<file path="src/rtl/multicycle_ctrl.sv">
// Multicycle RV32I control unit: FETCH/DECODE/EXEC/MEM/WB sequencing with a trap state
// for unrecognised opcodes. All datapath controls are decoded from the registered IR.
module multicycle_ctrl (
  input  logic        clk,
  input  logic        rst,
  input  logic        imem_ack,
  input  logic [31:0] instr,
  input  logic        dmem_ack,
  input  logic        br_taken,
  output logic        imem_req,
  output logic        ir_we,
  output logic [24:0] imm_field,
  output logic [2:0]  imm_sel,
  output logic        alu_a_sel,
  output logic        alu_b_sel,
  output logic [1:0]  alu_op,
  output logic        pc_we,
  output logic [1:0]  pc_src,
  output logic        reg_we,
  output logic [1:0]  wb_sel,
  output logic        dmem_req,
  output logic        dmem_we,
  output logic        trap,
  output logic        instr_done
);

  typedef enum logic [2:0] {
    S_FETCH,
    S_DECODE,
    S_EXEC,
    S_MEM,
    S_WB,
    S_TRAP
  } state_t;

  typedef enum logic [3:0] {
    C_R,
    C_IALU,
    C_LOAD,
    C_STORE,
    C_BRANCH,
    C_LUI,
    C_AUIPC,
    C_JAL,
    C_JALR,
    C_ILLEGAL
  } iclass_t;

  localparam logic [31:0] NOP_INSTR = 32'h0000_0013;

  state_t      state_q, state_d;
  logic [31:0] ir_q, ir_d;
  iclass_t     iclass;
  logic [2:0]  funct3;
  logic [2:0]  imm_sel_dec;

  assign funct3 = ir_q[14:12];

  always_comb begin
    iclass = C_ILLEGAL;
    case (ir_q[6:0])
      7'b0110011: iclass = C_R;
      7'b0010011: iclass = C_IALU;
      7'b0000011: iclass = C_LOAD;
      7'b0100011: iclass = C_STORE;
      7'b1100011: iclass = C_BRANCH;
      7'b0110111: iclass = C_LUI;
      7'b0010111: iclass = C_AUIPC;
      7'b1101111: iclass = C_JAL;
      7'b1100111: iclass = C_JALR;
      default:    iclass = C_ILLEGAL;
    endcase
  end

  // Shift-immediates use the shamt format; SLTIU needs the unsigned-compare variant.
  always_comb begin
    imm_sel_dec = 3'b000;
    case (iclass)
      C_IALU: begin
        if (funct3 == 3'b001 || funct3 == 3'b101) begin
          imm_sel_dec = 3'b101;
        end else if (funct3 == 3'b011) begin
          imm_sel_dec = 3'b001;
        end else begin
          imm_sel_dec = 3'b000;
        end
      end
      C_STORE:        imm_sel_dec = 3'b010;
      C_BRANCH:       imm_sel_dec = 3'b011;
      C_LUI, C_AUIPC: imm_sel_dec = 3'b100;
      C_JAL:          imm_sel_dec = 3'b110;
      default:        imm_sel_dec = 3'b000;
    endcase
  end

  always_comb begin
    state_d    = state_q;
    ir_d       = ir_q;
    imem_req   = 1'b0;
    ir_we      = 1'b0;
    imm_field  = '0;
    imm_sel    = 3'b000;
    alu_a_sel  = 1'b0;
    alu_b_sel  = 1'b0;
    alu_op     = 2'b00;
    pc_we      = 1'b0;
    pc_src     = 2'b00;
    reg_we     = 1'b0;
    wb_sel     = 2'b00;
    dmem_req   = 1'b0;
    dmem_we    = 1'b0;
    trap       = 1'b0;
    instr_done = 1'b0;

    // Reset silences every output so an interrupted instruction has no side effects.
    if (!rst) begin
      if (state_q inside {S_DECODE, S_EXEC, S_MEM, S_WB}) begin
        imm_field = ir_q[31:7];
        imm_sel   = imm_sel_dec;
      end

      case (state_q)
        S_FETCH: begin
          imem_req = 1'b1;
          if (imem_ack) begin
            ir_we   = 1'b1;
            ir_d    = instr;
            state_d = S_DECODE;
          end
        end

        S_DECODE: begin
          state_d = (iclass == C_ILLEGAL) ? S_TRAP : S_EXEC;
        end

        S_EXEC: begin
          case (iclass)
            C_R: begin
              alu_op  = 2'b10;
              state_d = S_WB;
            end
            C_IALU: begin
              alu_b_sel = 1'b1;
              alu_op    = 2'b10;
              state_d   = S_WB;
            end
            C_LOAD, C_STORE: begin
              alu_b_sel = 1'b1;
              state_d   = S_MEM;
            end
            C_BRANCH: begin
              alu_op     = 2'b01;
              pc_we      = 1'b1;
              pc_src     = br_taken ? 2'b01 : 2'b00;
              instr_done = 1'b1;
              state_d    = S_FETCH;
            end
            C_AUIPC: begin
              alu_a_sel = 1'b1;
              alu_b_sel = 1'b1;
              state_d   = S_WB;
            end
            C_JALR: begin
              alu_b_sel = 1'b1;
              state_d   = S_WB;
            end
            C_LUI, C_JAL: begin
              state_d = S_WB;
            end
            default: state_d = S_TRAP;
          endcase
        end

        S_MEM: begin
          dmem_req = 1'b1;
          dmem_we  = (iclass == C_STORE);
          if (dmem_ack) begin
            if (iclass == C_STORE) begin
              pc_we      = 1'b1;
              instr_done = 1'b1;
              state_d    = S_FETCH;
            end else begin
              state_d = S_WB;
            end
          end
        end

        S_WB: begin
          reg_we     = 1'b1;
          pc_we      = 1'b1;
          instr_done = 1'b1;
          state_d    = S_FETCH;
          case (iclass)
            C_LOAD:        wb_sel = 2'b01;
            C_JAL, C_JALR: wb_sel = 2'b10;
            C_LUI:         wb_sel = 2'b11;
            default:       wb_sel = 2'b00;
          endcase
          case (iclass)
            C_JAL:   pc_src = 2'b01;
            C_JALR:  pc_src = 2'b10;
            default: pc_src = 2'b00;
          endcase
        end

        S_TRAP: begin
          trap = 1'b1;
        end

        default: state_d = S_FETCH;
      endcase
    end
  end

  always_ff @(posedge clk) begin
    if (rst) begin
      state_q <= S_FETCH;
      ir_q    <= NOP_INSTR;
    end else begin
      state_q <= state_d;
      ir_q    <= ir_d;
    end
  end

endmodule

</file>
<file path="config.mk">
export PLATFORM = sky130hd
export DESIGN_NAME = multicycle_ctrl
export DESIGN_NICKNAME = d
export VERILOG_FILES = /design/src/rtl/multicycle_ctrl.sv
export SDC_FILE = /design/constraint.sdc
export NUM_CORES = 1
export LEC_CHECK = 0
export BUFFER_PORTS_ARGS = -buffer_cell sky130_fd_sc_hd__buf_4
export CORE_UTILIZATION = 48
export CTS_CLUSTER_SIZE = 30
export DETAILED_ROUTE_END_ITERATION = 10
export PLACE_DENSITY_LB_ADDON = 0.15
export REMOVE_ABC_BUFFERS = 1
export SLEW_MARGIN = 0
export SYNTH_ARGS = -nofsm -noshare
export SYNTH_HDL_FRONTEND = slang
export SYNTH_SLANG_ARGS = --single-unit
</file>
<file path="constraint.sdc">
create_clock -name clk -period 2.45 [get_ports clk]
set_clock_uncertainty 0.15 [all_clocks]
set_input_delay 0.1225 -clock clk [delete_from_list [all_inputs] [get_ports clk]]
set_output_delay 0.1225 -clock clk [all_outputs]
set_load 0.01 [all_outputs]
</file>
==> impl_metrics.env <==
export IMPL_outcome="finished clean"
export IMPL_syn_area_mm2=0.00192
export IMPL_cp_top_family="simple AND/OR/NAND/NOR gates"
export IMPL_ctsHtreeMaxLevel=2
export IMPL_tightest_slew_ps=474
export IMPL_instances_no_fill=420
export IMPL_post_drt_via_cell_ratio=5.35
export IMPL_core_area_mm2=0.00374
export IMPL_area_growth_pct=53.5
export IMPL_final_core_util=0.789
export IMPL_reg2reg_from="ir_q[3]"
export IMPL_grt_max_degree=40
export IMPL_fin_area_mm2=0.00295
export IMPL_relSlewSlack=0.684
export IMPL_synth_edf_count=0
export IMPL_crit_arrival_ps=2080
export IMPL_syn_area_per_cell_um2=7.13
export IMPL_num_vias=2245
export IMPL_rsz0062_at_grt="no"
export IMPL_routed_wl_mm=5.64
export IMPL_cts_tree="done"
export IMPL_grtUsageTotal=0.283
export IMPL_power_total_mw=2.39
export IMPL_r2r_cells=4
export IMPL_clock_sinks=35
export IMPL_hold_end="state_q[1]"
export IMPL_ys_warn_count=0
export IMPL_finalSetupViolations=0
export IMPL_ys_seq_elements=35
export IMPL_diodes=0
export IMPL_min_period_ps=2350
export IMPL_clk_pin_slew_ps=70
export IMPL_ys_flop_type="dfxtp_1"
export IMPL_finalHoldViolations=0
export IMPL_cts_buffers=5
export IMPL_clock_path_buffers=2
export IMPL_drtIter0Drc=208
export IMPL_grt_pass1_wl_mm=9.36
export IMPL_slew_violations=0
export IMPL_die_w_um=65.3
export IMPL_hold_start="dmem_ack"
export IMPL_first_pass_iters=4
export IMPL_clk_latency_ps=280
export IMPL_peakVddDrop_mv=0.509
export IMPL_critPathSlowestCell="or4_1"
export IMPL_r2r_end="state_q[0]"
export IMPL_dp_cells=381
export IMPL_antenna_found_initial=0
export IMPL_hold_depth=3
export IMPL_die_h_um=65.3
export IMPL_finalSetupTns_ps=0
export IMPL_mostFrequentLayoutCell="buf_4"
export IMPL_hold_ws_ps=15.3
export IMPL_fmax_ghz=0.426
export IMPL_place_hpwl_mm=3.37
export IMPL_post_dp_cell_area_mm2=0.00254
export IMPL_die_area_mm2=0.00427
export IMPL_async_flop_share=0
export IMPL_fin_ws_ps=100
export IMPL_postCtsSetupBuffers=0
export IMPL_cts_root_buf="clkbuf_8"
export IMPL_final_cell_mix="85 x buf_4, 70 x nand2_1, 34 x a21oi_1, 32 x dlygate4sd3_1, 32 x dfxtp_1"
export IMPL_ios=81
export IMPL_yosysSeqAreaShare=0.364
export IMPL_postSynthCellCount=270
export IMPL_drive_above_1_share=0.277
export IMPL_overflow=0
export IMPL_path_class="reg -> out"
export IMPL_io_buffers=80
export IMPL_slowest_delay_ps=610
export IMPL_avgRoutedWirePerCell_um=13.4
export IMPL_cap_viol_max_count=0
export IMPL_r2r_slack_ps=410
export IMPL_startpoint_type="register"
export IMPL_fin_crit_sh=0.959
export IMPL_post_place_ws_ps=382
export IMPL_post_route_drc_count=0
export IMPL_p_leak_nw=1.31
export IMPL_num_rows=22
export IMPL_gp_congestion=0.848
export IMPL_powerDensity_mw_per_mm2=810
export IMPL_holdCritPathClass="in -> reg"
export IMPL_final_nets=409
export IMPL_crit_required_ps=2180
export IMPL_fillerInstances=278
export IMPL_critPathMaxFanout=14
export IMPL_crit_chain="or4_1, nor3b_1, nand2_1, a21oi_1, buf_4"
export IMPL_initial_utilization=0.514
export IMPL_synthDistinctLibCells=44
export IMPL_first_global_vias=2098
export IMPL_crit_buf_inv=1
export IMPL_antenna_left=0
export IMPL_endpoint_kind="output pin"
[area by class of cell]
cell class / instances / area [um^2] / area share
multi-input cells: 209 / 1130 / 0.382
repair buffers: 117 / 958 / 0.324
flip-flops and latches: 35 / 704 / 0.238
clock buffers: 6 / 82.6 / 0.0280
well taps: 48 / 60.1 / 0.0203
inverters: 4 / 15.0 / 0.00508
clock inverters: 1 / 5.00 / 0.00169
[flip-flops by register name (all words and copies together), names as in the netlist]
register / cells
ir_q: 32
state_q: 3
[worst max path at each step]
stage,startpoint,end,cells past startpoint
4_1_cts,ir_q[2],imm_sel[0],5
5_1_grt,ir_q[3],imm_sel[0],5
6_report,ir_q[3],imm_sel[0],5
3_5_place_dp,ir_q[2],state_q[0],4
2_1_floorplan,state_q[1],ir_q[4],3
3_3_place_gp,ir_q[2],imm_sel[0],5
[where the power goes]
part	switching [mW]	internal, mW	total [mW]
Combinational	0.635	0.482	1.12
Sequential	0.148	0.711	0.859
Clock	0.196	0.221	0.417
[per-layer routing]
metal / GRT usage / vias up / part of all wire
li1: - / 1106 / -
met4: 0.0897 / 0 / 0.013
met2: 0.512 / 77 / 0.52
met1: 0.326 / 1054 / 0.41
met3: 0.0642 / 8 / 0.061
met5: 0 / - / 0
[worst register-to-register path, stage by stage (launching register included)]
cell       delay, ps
dfxtp_1          450
or3_1            420
or4_4            440
a2111oi_2        360
or3_1            170
[kinds of logic (layout without fill, tap and decap cells)]
kind of cell             Yosys count  count (layout)  share of synthesized area
XOR/XNOR                           1               1                    0.00455
adder cells (fa/ha/maj)            1               1                    0.00520
flip-flops                        35              35                      0.364
AND/OR/NAND/NOR                  155             155                      0.404
AO/OA/AOI/OAI                     51              51                      0.161
multiplexers                       1               1                    0.00520
buffers and inverters             26             128                     0.0566
[cells in the mapped netlist, types with 2 or more instances]
library cell / n / area share
a21oi_1: 34 / 0.088
and2_1: 25 / 0.081
and3_1: 4 / 0.013
buf_2: 2 / 0.0052
buf_4: 2 / 0.0078
clkbuf_1: 17 / 0.033
dfxtp_1: 35 / 0.36
inv_1: 4 / 0.0078
nand2_1: 70 / 0.14
nand2b_1: 5 / 0.016
nand3_1: 3 / 0.0078
nand3b_1: 5 / 0.020
nor2_1: 12 / 0.023
nor2b_1: 2 / 0.0065
nor3_1: 11 / 0.029
nor3b_1: 4 / 0.016
nor4_1: 2 / 0.0065
o21ai_0: 3 / 0.0078
o22a_1: 2 / 0.0091
or2_2: 2 / 0.0065
or3_1: 3 / 0.0098
[timing repair]
action                                  in CTS  in global routing
gates resized for setup                      0                  4
hold endpoints to repair                    32                  0
hold buffers                                32                  0
endpoints found under the setup margin       0                 20
Power figures use the tool's default switching activity.
